$ cat config.mk
export PLATFORM = sky130hd
export DESIGN_NAME = vga_scan_gen
export DESIGN_NICKNAME = d
export VERILOG_FILES = /design/src/rtl/vga_scan_gen.sv
export SDC_FILE = /design/constraint.sdc
export NUM_CORES = 1
export LEC_CHECK = 0
export CAP_MARGIN = 20
export CORE_MARGIN = 5
export CORE_UTILIZATION = 30
export CTS_BUF_LIST = sky130_fd_sc_hd__clkbuf_8
export DETAILED_ROUTE_END_ITERATION = 8
export PLACE_DENSITY = 0.46
export SETUP_SLACK_MARGIN = 0.1
export SYNTH_ARGS = -nofsm -noshare
export SYNTH_HDL_FRONTEND = slang
export SYNTH_SLANG_ARGS = --single-unit
$ cat constraint.sdc
create_clock -name clk -period 6.3 [get_ports clk]
set_input_delay 0.945 -clock clk [delete_from_list [all_inputs] [get_ports clk]]
set_output_delay 0.945 -clock clk [all_outputs]
set_load 0.005 [all_outputs]
$ cat src/rtl/vga_scan_gen.sv
// vga_scan_gen -- raster scan generator.
// Divides clk down to a pixel tick, runs the h/v counters and drives
// registered position buses plus hsync/vsync/video_on, delayed to line
// up with the downstream flag stages at the colour mux.
// Ports:
//   clk          board clock
//   BTN_S        synchronous active-high reset
//   visible_col  pixel column, 2047 outside the visible area
//   visible_row  pixel row, 2047 outside the visible area
//   pix_tick     one-clk pulse per pixel
//   frame_start  one-clk pulse when the counters enter (0,0)
//   video_on     visible-area flag, SYNC_DELAY clks late
//   hsync/vsync  sync outputs, SYNC_DELAY clks late
module vga_scan_gen #(
  parameter int   CLK_DIV     = 2,
  parameter int   H_VISIBLE   = 640,
  parameter int   H_FP        = 16,
  parameter int   H_SYNC      = 96,
  parameter int   H_BP        = 48,
  parameter int   V_VISIBLE   = 480,
  parameter int   V_FP        = 10,
  parameter int   V_SYNC      = 2,
  parameter int   V_BP        = 33,
  parameter logic SYNC_ACTIVE = 1'b0,
  parameter int   SYNC_DELAY  = 1
) (
  input  logic        clk,
  input  logic        BTN_S,
  output logic [10:0] visible_col,
  output logic [10:0] visible_row,
  output logic        pix_tick,
  output logic        frame_start,
  output logic        video_on,
  output logic        hsync,
  output logic        vsync
);

  localparam int DIV_W = (CLK_DIV > 1) ? $clog2(CLK_DIV) : 1;
  localparam logic [DIV_W-1:0] DIV_LAST = DIV_W'(CLK_DIV - 1);

  localparam logic [10:0] H_TOTAL  = 11'(H_VISIBLE + H_FP + H_SYNC + H_BP);
  localparam logic [10:0] V_TOTAL  = 11'(V_VISIBLE + V_FP + V_SYNC + V_BP);
  localparam logic [10:0] H_VIS    = 11'(H_VISIBLE);
  localparam logic [10:0] V_VIS    = 11'(V_VISIBLE);
  localparam logic [10:0] HS_START = 11'(H_VISIBLE + H_FP);
  localparam logic [10:0] HS_END   = 11'(H_VISIBLE + H_FP + H_SYNC);
  localparam logic [10:0] VS_START = 11'(V_VISIBLE + V_FP);
  localparam logic [10:0] VS_END   = 11'(V_VISIBLE + V_FP + V_SYNC);
  localparam logic [10:0] OFFSCREEN = 11'd2047;

  // delay-line word: {video_on, hsync, vsync}
  localparam logic [2:0] FLAGS_IDLE = {1'b0, ~SYNC_ACTIVE, ~SYNC_ACTIVE};

  logic [DIV_W-1:0] div_q, div_d;
  logic [10:0]      h_q, h_d, v_q, v_d;
  logic [10:0]      col_q, col_d, row_q, row_d;
  logic             tick_q, fs_q, fs_d;
  logic             tick;
  logic             vis_d;
  logic [2:0]       raw_d;
  logic [2:0]       dly_q [SYNC_DELAY+1];

  always_comb begin
    tick  = (div_q == DIV_LAST);
    div_d = tick ? '0 : div_q + DIV_W'(1);
    h_d   = h_q;
    v_d   = v_q;
    if (tick) begin
      if (h_q == H_TOTAL - 11'd1) begin
        h_d = '0;
        v_d = (v_q == V_TOTAL - 11'd1) ? 11'd0 : v_q + 11'd1;
      end else begin
        h_d = h_q + 11'd1;
      end
    end
    // everything below is derived from the next position so the outputs
    // move in the same edge as the counters
    vis_d    = (h_d < H_VIS) && (v_d < V_VIS);
    col_d    = vis_d ? h_d : OFFSCREEN;
    row_d    = vis_d ? v_d : OFFSCREEN;
    raw_d[2] = vis_d;
    raw_d[1] = ((h_d >= HS_START) && (h_d < HS_END)) ? SYNC_ACTIVE : ~SYNC_ACTIVE;
    raw_d[0] = ((v_d >= VS_START) && (v_d < VS_END)) ? SYNC_ACTIVE : ~SYNC_ACTIVE;
    fs_d     = tick && (h_d == 11'd0) && (v_d == 11'd0);
  end

  always_ff @(posedge clk) begin
    if (BTN_S) begin
      // parked on the last pixel so the first tick wraps into (0,0)
      div_q  <= '0;
      h_q    <= H_TOTAL - 11'd1;
      v_q    <= V_TOTAL - 11'd1;
      col_q  <= OFFSCREEN;
      row_q  <= OFFSCREEN;
      tick_q <= 1'b0;
      fs_q   <= 1'b0;
      for (int i = 0; i <= SYNC_DELAY; i++) dly_q[i] <= FLAGS_IDLE;
    end else begin
      div_q  <= div_d;
      h_q    <= h_d;
      v_q    <= v_d;
      col_q  <= col_d;
      row_q  <= row_d;
      // registered copy of (div_cnt == CLK_DIV-1)
      tick_q <= (div_d == DIV_LAST);
      fs_q   <= fs_d;
      dly_q[0] <= raw_d;
      for (int i = 1; i <= SYNC_DELAY; i++) dly_q[i] <= dly_q[i-1];
    end
  end

  assign visible_col = col_q;
  assign visible_row = row_q;
  assign pix_tick    = tick_q;
  assign frame_start = fs_q;
  assign {video_on, hsync, vsync} = dly_q[SYNC_DELAY];

endmodule

# Word level (Yosys, flattened, before mapping)
# Memory sizes are Yosys's and may differ from the RTL's.
# Cells that the tools add are included.
# totals
mem_bits_rw	6
memories	1
ff_bits	46
wordCells	42
input_bits	2
# op_classes
addsub	3
bitwise	3
n_eq_ne	2
mux	12
n_reduce_logical	9
n_lt_le_gt_ge	6
# mem_list
name	words	width	rd	rd_ports_with_merged_regs	write_ports	line_no	text
dly_q	2	3	2	0	2	61	logic [2:0] dly_q [SYNC_DELAY+1];
# op_table
cell	count
$mux W11	5
$add A11 B1 Y11 const B	2
$eq A11 B10 Y1 const B	2
$logic_not A11 Y1	2
$lt A11 B10 Y1 const B	2
$lt A11 B9 Y1 const B	2
$ge A11 B10 Y1 const B	1
$ge A11 B9 Y1 const B	1
$mux W3	2
$logic_and A1 B1 Y1	5
$mux W1	5
$reduce_or A2 Y1	2
$or A1 B1 Y1	2
$add A1 B1 Y1 const B	1
$not A1 Y1	1

# Depth between registers and ports, before layout
# Gate-level depths: netlist of the first run.
# logic_depth
depth_word	8
depth_mapped	10
mapped_depth_nobuf	8

# Least setup slack after synthesis of the first run
# Ideal clock, no wire load.
# synth_path
kind	reg2reg
startpoint	register h_q[5]
endpoint	register col_q[8], in the netlist visible_col[8]
setup_slack_ns	3.429
period_less_slack_ns	2.871
arrival_ns	2.744
path_stages_with_launch	7
required_time_ns	6.173
cell_sequence	dfxtp_1 > or4_4 > or4_4 > or4_4 > xnor2_4 > or3_1 > or3_1
# synth_via
elab_chain_len	7
elab_cells_between_ends	11
# synth_rtl
item	line_no	text
start: declaration	55	logic [10:0] h_q, h_d, v_q, v_d;
start signal: assignment	91	h_q <= H_TOTAL - 11'd1;
$add A11 B1 Y11 or $eq A11 B10 Y1 (tied branches)	73, 69	
$mux W11	69	if (h_q == H_TOTAL - 11'd1) begin
$mux W11	68	if (tick) begin
$lt A11 B10 Y1 or $lt A11 B9 Y1 (tied branches)	78	vis_d = (h_d < H_VIS) && (v_d < V_VIS);
$logic_and A1 B1 Y1	78	
$not A1 Y1 (no line)	--	
$reduce_or A2 Y1 (no line)	--	
end signal: assignment	102	col_q <= col_d;
end: declaration	56	logic [10:0] col_q, col_d, row_q, row_d;
# Several ways; a longest one is shown, not always the timed one.
# A chain may end at the register's enable or synchronous reset.

# Final worst setup path of the first run
# layout_path
startpoint	register h_q[0]
endpoint	register col_q[2], in the netlist visible_col[2]
# The elaborated chain is that of the path after synthesis.

==> results of run 1 <==
[logic make-up (layout without fill, tap and decap cells)]
logic type / Yosys count / count (layout) / share of synthesized area (%)
AOI/OAI and AO/OA: 34 / 34 / 11.1
DFF: 52 / 52 / 46.7
xor gates and xnor gates: 9 / 9 / 4.38
and+or+nand+nor: 119 / 119 / 31.2
adders and majority gates: 3 / 3 / 1.68
muxes: 2 / 2 / 0.955
buffers and inverters: 21 / 46 / 3.99
[state kept, by name (all words and copies together) (netlist names)]
register / flops
dly_q: 6
v_q: 11
pix_tick: 1
visible_row: 11
frame_start: 1
h_q: 11
visible_col: 11
[power groups by stage]
stage | Sequential (µW) | Clock, µW | Combinational, µW
2_1_floorplan | 361 | 0 | 97.4
3_3_place_gp | 370 | 0 | 127
3_5_place_dp | 370 | 0 | 127
4_1_cts | 363 | 201 | 127
5_1_grt | 367 | 218 | 141
6_report | 363 | 196 | 126
[synth_stat cells (3+ instances only)]
cell      number  area, µm²
a21oi_1        6       30.0
or3_1          8       50.1
nor3_1         7       35.0
nor4b_1        3       26.3
a21o_1         5       37.5
inv_1          9       33.8
xnor2_1        4       35.0
nand3_1       19       95.1
xor2_1         4       35.0
dfxtp_1       52       1040
nand4_1        8       50.1
and2_1         3       18.8
or4_4          3       33.8
nor4_1         4       25.0
o21ai_0        5       25.0
nand2_1       16       60.1
ha_1           3       37.5
and3_1         6       37.5
or2_2          4       25.0
nand3b_1       5       37.5
clkbuf_1       7       26.3
nor2_1        17       63.8
nand2b_1       3       18.8
o21bai_1       3       22.5
[per-layer routing]
| layer | global-route usage (%) | wire [µm] |
|---|---|---|
| met3 | 3.28 | 328 |
| met5 | 0 | 0 |
| met4 | 3.55 | 61 |
| met1 | 17.8 | 2710 |
| met2 | 18.7 | 2230 |
[per-stage QoR]
stage	utilization [%]	cells	power, µW
final	36.9	364	685
after global routing	36.9	364	726
after global placement	35.6	356	497
after CTS	36.9	364	691
after detailed placement	35.6	356	497
after floorplan	-	240	458
[area by class of cell]
type | count | share of cell area, %
inverters | 9 | 1.26
clock buffers | 5 | 2.57
clock inverters | 3 | 0.888
multi-input cells | 167 | 41.0
well taps | 99 | 4.63
flip-flops and latches | 52 | 38.9
repair buffers | 29 | 10.7
[worst reg2reg max path, cell delays in order (launching register included)]
cell and delay, ns:
dfxtp_1 0.41, ha_1 0.27, nand2_1 0.17, or4_4 0.65, or4_4 0.59, xnor2_4 0.17
nor4_1 0.87, nand3b_1 0.15
[worst paths after layout]
path | end | slack, ns
worst max register to register | visible_col[2] | 2.88
worst min-delay path | dly_q[0][4] | 0.42
worst max-delay path | visible_col[2] | 2.88
worst min register to register | dly_q[0][4] | 0.42
==> impl_metrics.tcl, run 1 <==
set metrics [dict create \
    first_pass_iters 4 \
    async_reset_ff_share_pct 0 \
    cp_num_cells 7 \
    critPathMaxStageDelay_ns 0.87 \
    cts_setup_buffers 0 \
    core-area_mm2 0.00725 \
    dpl_cell_area_mm2 0.00258 \
    cp.required_ns 6.45 \
    start_kind "register" \
    seqCellArea_mm2 0.00104 \
    drive_above_1_share_pct 8.30 \
    setup_viol 0 \
    cts_tree "yes" \
    gp_congestion 0.850 \
    dp_hpwl_mm 3.85 \
    synth_ff_type "dfxtp_1" \
    cp_top_family "simple AND/OR/NAND/NOR gates" \
    syn-instance-count 240 \
    rsz0062_at_grt "false" \
    synth-edff-count 0 \
    layout_commonest_cell "dfxtp_1" \
    setup_ws_ns 2.88 \
    crit_fanout 14 \
    slew_viol_final 0 \
    hold_depth 1 \
    crit_arrival_ns 3.57 \
    post_cts_resized 0 \
    io_pins 29 \
    syn_avg_cell_area_um2 9.28 \
    ant_nets 0 \
    crit_chain "ha_1, nand2_1, or4_4, or4_4, xnor2_4, nor4_1, nand3b_1" \
    grt_pass1_vias 1719 \
    crit_slowest_cell "nor4_1" \
    power.switching_uw 207 \
    pwr-share-comb_pct 18.4 \
    path_clk_slew_ns 0.10 \
    n_antenna_cell 0 \
    initial_core_util_pct 30.7 \
    yosysWarnings 0 \
    swShare_pct 30.2 \
    final_nets 269 \
    max_freq_ghz 0.292 \
    fill_cells 783 \
    synth-seq-cells 52 \
    maxSlewHeadroom_pct 32.2 \
    timing.rr.start "h_q[0]" \
    cts-htree-levels 2 \
    post-route-cell-area_mm2 0.00268 \
    multiInputGateArea_mm2 0.00110 \
    clock_power_share_pct 28.6 \
    hold_class "register to register" \
    reg2regPathDepth 7 \
    antenna_found_initial 0 \
    die_w_um 96.2 \
    final_cell_mix "dfxtp_1, clkdlybuf4s50_1, nand3_1" \
    path_buf_inv 0 \
    grt-ovfl-total 0 \
    track_usage_pct 12.6 \
    rows 31 \
    ys_seq_area_share_pct 46.7 \
    wl_per_cell_um 14.7 \
    drcViolationCount 0 \
    status "completed" \
    grt_pass1_wl_mm 8.84 \
    drtIter0Drc 122 \
    preCtsSetupSlack_ns 2.95 \
    root_buffer "clkbuf_8" \
    cp_common_cell "or4_4" \
    syn_nets 245 \
    p_per_area_mw_per_mm2 256 \
    p_int_uw 478 \
    netlist_area_mm2 0.00223 \
    cts_inserted_buffers 5 \
    clock_tree.buffer_depth 2 \
    portBuffers 28 \
    grt_max_degree 28 \
    criticalPathCategory "register to register" \
    clock_latency_ns 0.31 \
    whs_ns 0.418 \
    viasPerCell 4.88 \
    maxCapViolCount 0 \
    p_seq_share_pct 53.0 \
    setup_tns_ns 0 \
    area.growth.synth_to_final_pct 20.2 \
    tightest_slew_ns 1.01 \
    skew_ns 0.00848 \
    period_minus_slack_ns 3.42 \
    irDropWorstVdd_v 0.000102 \
    hold_buffers 0 \
    hp-start "dly_q[0][1]" \
    critical_path.startpoint "h_q[0]" \
    die_h_um 96.2 \
    synth_cell_type_count 53 \
    clock_sinks 52 \
    drt_wl_total_mm 5.33 \
    die_area_mm2 0.00925 \
    finalCritPeriodShare_pct 54.3 \
    end_kind "register" \
    p_leak_uw 0.000960 \
    num_vias 1778 \
    finalHoldViolCount 0 \
]
(Power assumes the default switching activity.)
==> run 2, diff against run 1 <==
- PLACE_DENSITY: 0.46 -> 0.47
- clock period: 6.3 -> 2.9 ns (I/O delays scaled with it)
==> impl_metrics.tcl, run 2 (synthesis results as in run 1) <==
set metrics [dict create \
    status "completed" \
    rows 31 \
    portBuffers 28 \
    clock_latency_ns 0.30 \
    irDropWorstVdd_v 0.000185 \
    grt_max_degree 17 \
    critPathMaxStageDelay_ns 0.54 \
    clock_sinks 52 \
    tightest_slew_ns 0.700 \
    slew_viol_final 0 \
    rsz0062_at_grt "true" \
    die_area_mm2 0.00925 \
    die_w_um 96.2 \
    dp_hpwl_mm 4.18 \
    timing.rr.start "h_q[5]" \
    core-area_mm2 0.00725 \
    hold_class "register to register" \
    path_clk_slew_ns 0.10 \
    maxCapViolCount 0 \
    criticalPathCategory "register to register" \
    drtIter0Drc 81 \
    cts-htree-levels 2 \
    final_nets 291 \
    antenna_found_initial 0 \
    track_usage_pct 12.9 \
    finalHoldViolCount 0 \
    cp_common_cell "or4_4" \
    grt_pass1_wl_mm 9.15 \
    cp.required_ns 3.09 \
    crit_chain "or4_4, or4_4, or4_4, xnor2_4, or3_4, or3_1" \
    crit_arrival_ns 3.01 \
    grt_pass1_vias 1795 \
    setup_tns_ns 0 \
    timing.rr.end "visible_col[8]" \
    drcViolationCount 0 \
    skew_ns 0.00910 \
    wl_per_cell_um 14.3 \
    reg2regPathDepth 6 \
    cts_tree "yes" \
    drive_above_1_share_pct 16.4 \
    finalCritPeriodShare_pct 97.2 \
    first_pass_iters 4 \
    critical_path.startpoint "h_q[5]" \
    post-route-cell-area_mm2 0.00290 \
    root_buffer "clkbuf_8" \
    start_kind "register" \
    initial_core_util_pct 30.7 \
    area.growth.synth_to_final_pct 30.0 \
    n_antenna_cell 0 \
    clock_tree.buffer_depth 2 \
    maxSlewHeadroom_pct 52.9 \
    cts_inserted_buffers 5 \
    gp_congestion 0.928 \
    crit_fanout 5 \
    crit_end "visible_col[8]" \
    max_freq_ghz 0.355 \
    final_cell_mix "dfxtp_1, clkdlybuf4s50_1, buf_4" \
    fin_util_pct 40.0 \
    period_minus_slack_ns 2.82 \
    io_pins 29 \
    end_kind "register" \
    num_vias 1892 \
    crit_slowest_cell "or4_4" \
    layout_commonest_cell "dfxtp_1" \
    r2r_slack_ns 0.08 \
    p_per_area_mw_per_mm2 577 \
    drt_wl_total_mm 5.50 \
    ant_nets 0 \
    die_h_um 96.2 \
    p_leak_uw 0.00111 \
    setup_viol 0 \
    grt-ovfl-total 0 \
    dpl_cell_area_mm2 0.00274 \
    viasPerCell 4.90 \
]
run 2: cell count changes in the layout (fill, tap and decap cells not counted), sizes merged:
cell      previous run  this run
clkinvlp             2         0
clkinv               1         0
bufinv               0         1
clkbuf               5         7
buf                  1        23
run 2: stage by stage:
stage | total power, µW | worst slack (ns) | hold WS [ns] | cells
detailed placement | 1140 | 0.0925 | 0.398 | 377
global placement | 1140 | 0.121 | 0.394 | 377
global route | 1770 | 0.0306 | 0.433 | 386
CTS | 1690 | 0.0796 | 0.422 | 385
floorplan | 996 | 0.128 | 0.389 | 240
finish | 1670 | 0.0814 | 0.419 | 386
run 2: worst min path at each step:
stage / start / end / slack, ns / cells past startpoint
final: dly_q[0][1] / dly_q[0][4] / 0.42 / 1
after global routing: dly_q[0][0] / dly_q[0][3] / 0.43 / 1
after CTS: dly_q[0][1] / dly_q[0][4] / 0.42 / 1
after detailed placement: dly_q[0][1] / dly_q[0][4] / 0.40 / 1
after global placement: dly_q[0][1] / dly_q[0][4] / 0.39 / 1
after floorplan: dly_q[0][0] / dly_q[0][3] / 0.39 / 1
run 2: final cells by class:
type                            count  area [µm²]
Clock buffer                        7        96.3
Sequential cell                    52        1040
Timing Repair Buffer               51         457
Clock inverter                      1        30.0
Tap cell                           99         124
Multi-Input combinational cell    167        1110
Fill cell                         743        4360
Inverter                            9        33.8
run 2: power breakdown:
part / switching, µW / total (µW) / internal, µW / leakage, µW
combinational: 186 / 354 / 168 / 0.000621
clock: 238 / 543 / 305 / 0.0000645
sequential: 24.5 / 774 / 750 / 0.000423
total: 449 / 1670 / 1220 / 0.00111
run 2: critical path: cells and delay by family (launching register included):
family	cells	cell delay, ns
and+or+nand+nor	5	2.19
DFF	1	0.35
xor gates and xnor gates	1	0.17
run 2: routing by layer:
metal  track usage (%)  wire length (µm)  up-vias
met4              4.74                53        0
li1                  -                 -      949
met5                 0                 0        -
met2              19.3              2370       45
met1              18.5              2800      893
met3              2.27               284        5
run 2: timing repair:
action / 4_1_cts / 5_1_grt
gates resized for setup: 1 / 4
hold buffers: 0 / 0
setup buffers: 0 / 1
endpoints found under the setup margin: 1 / 19
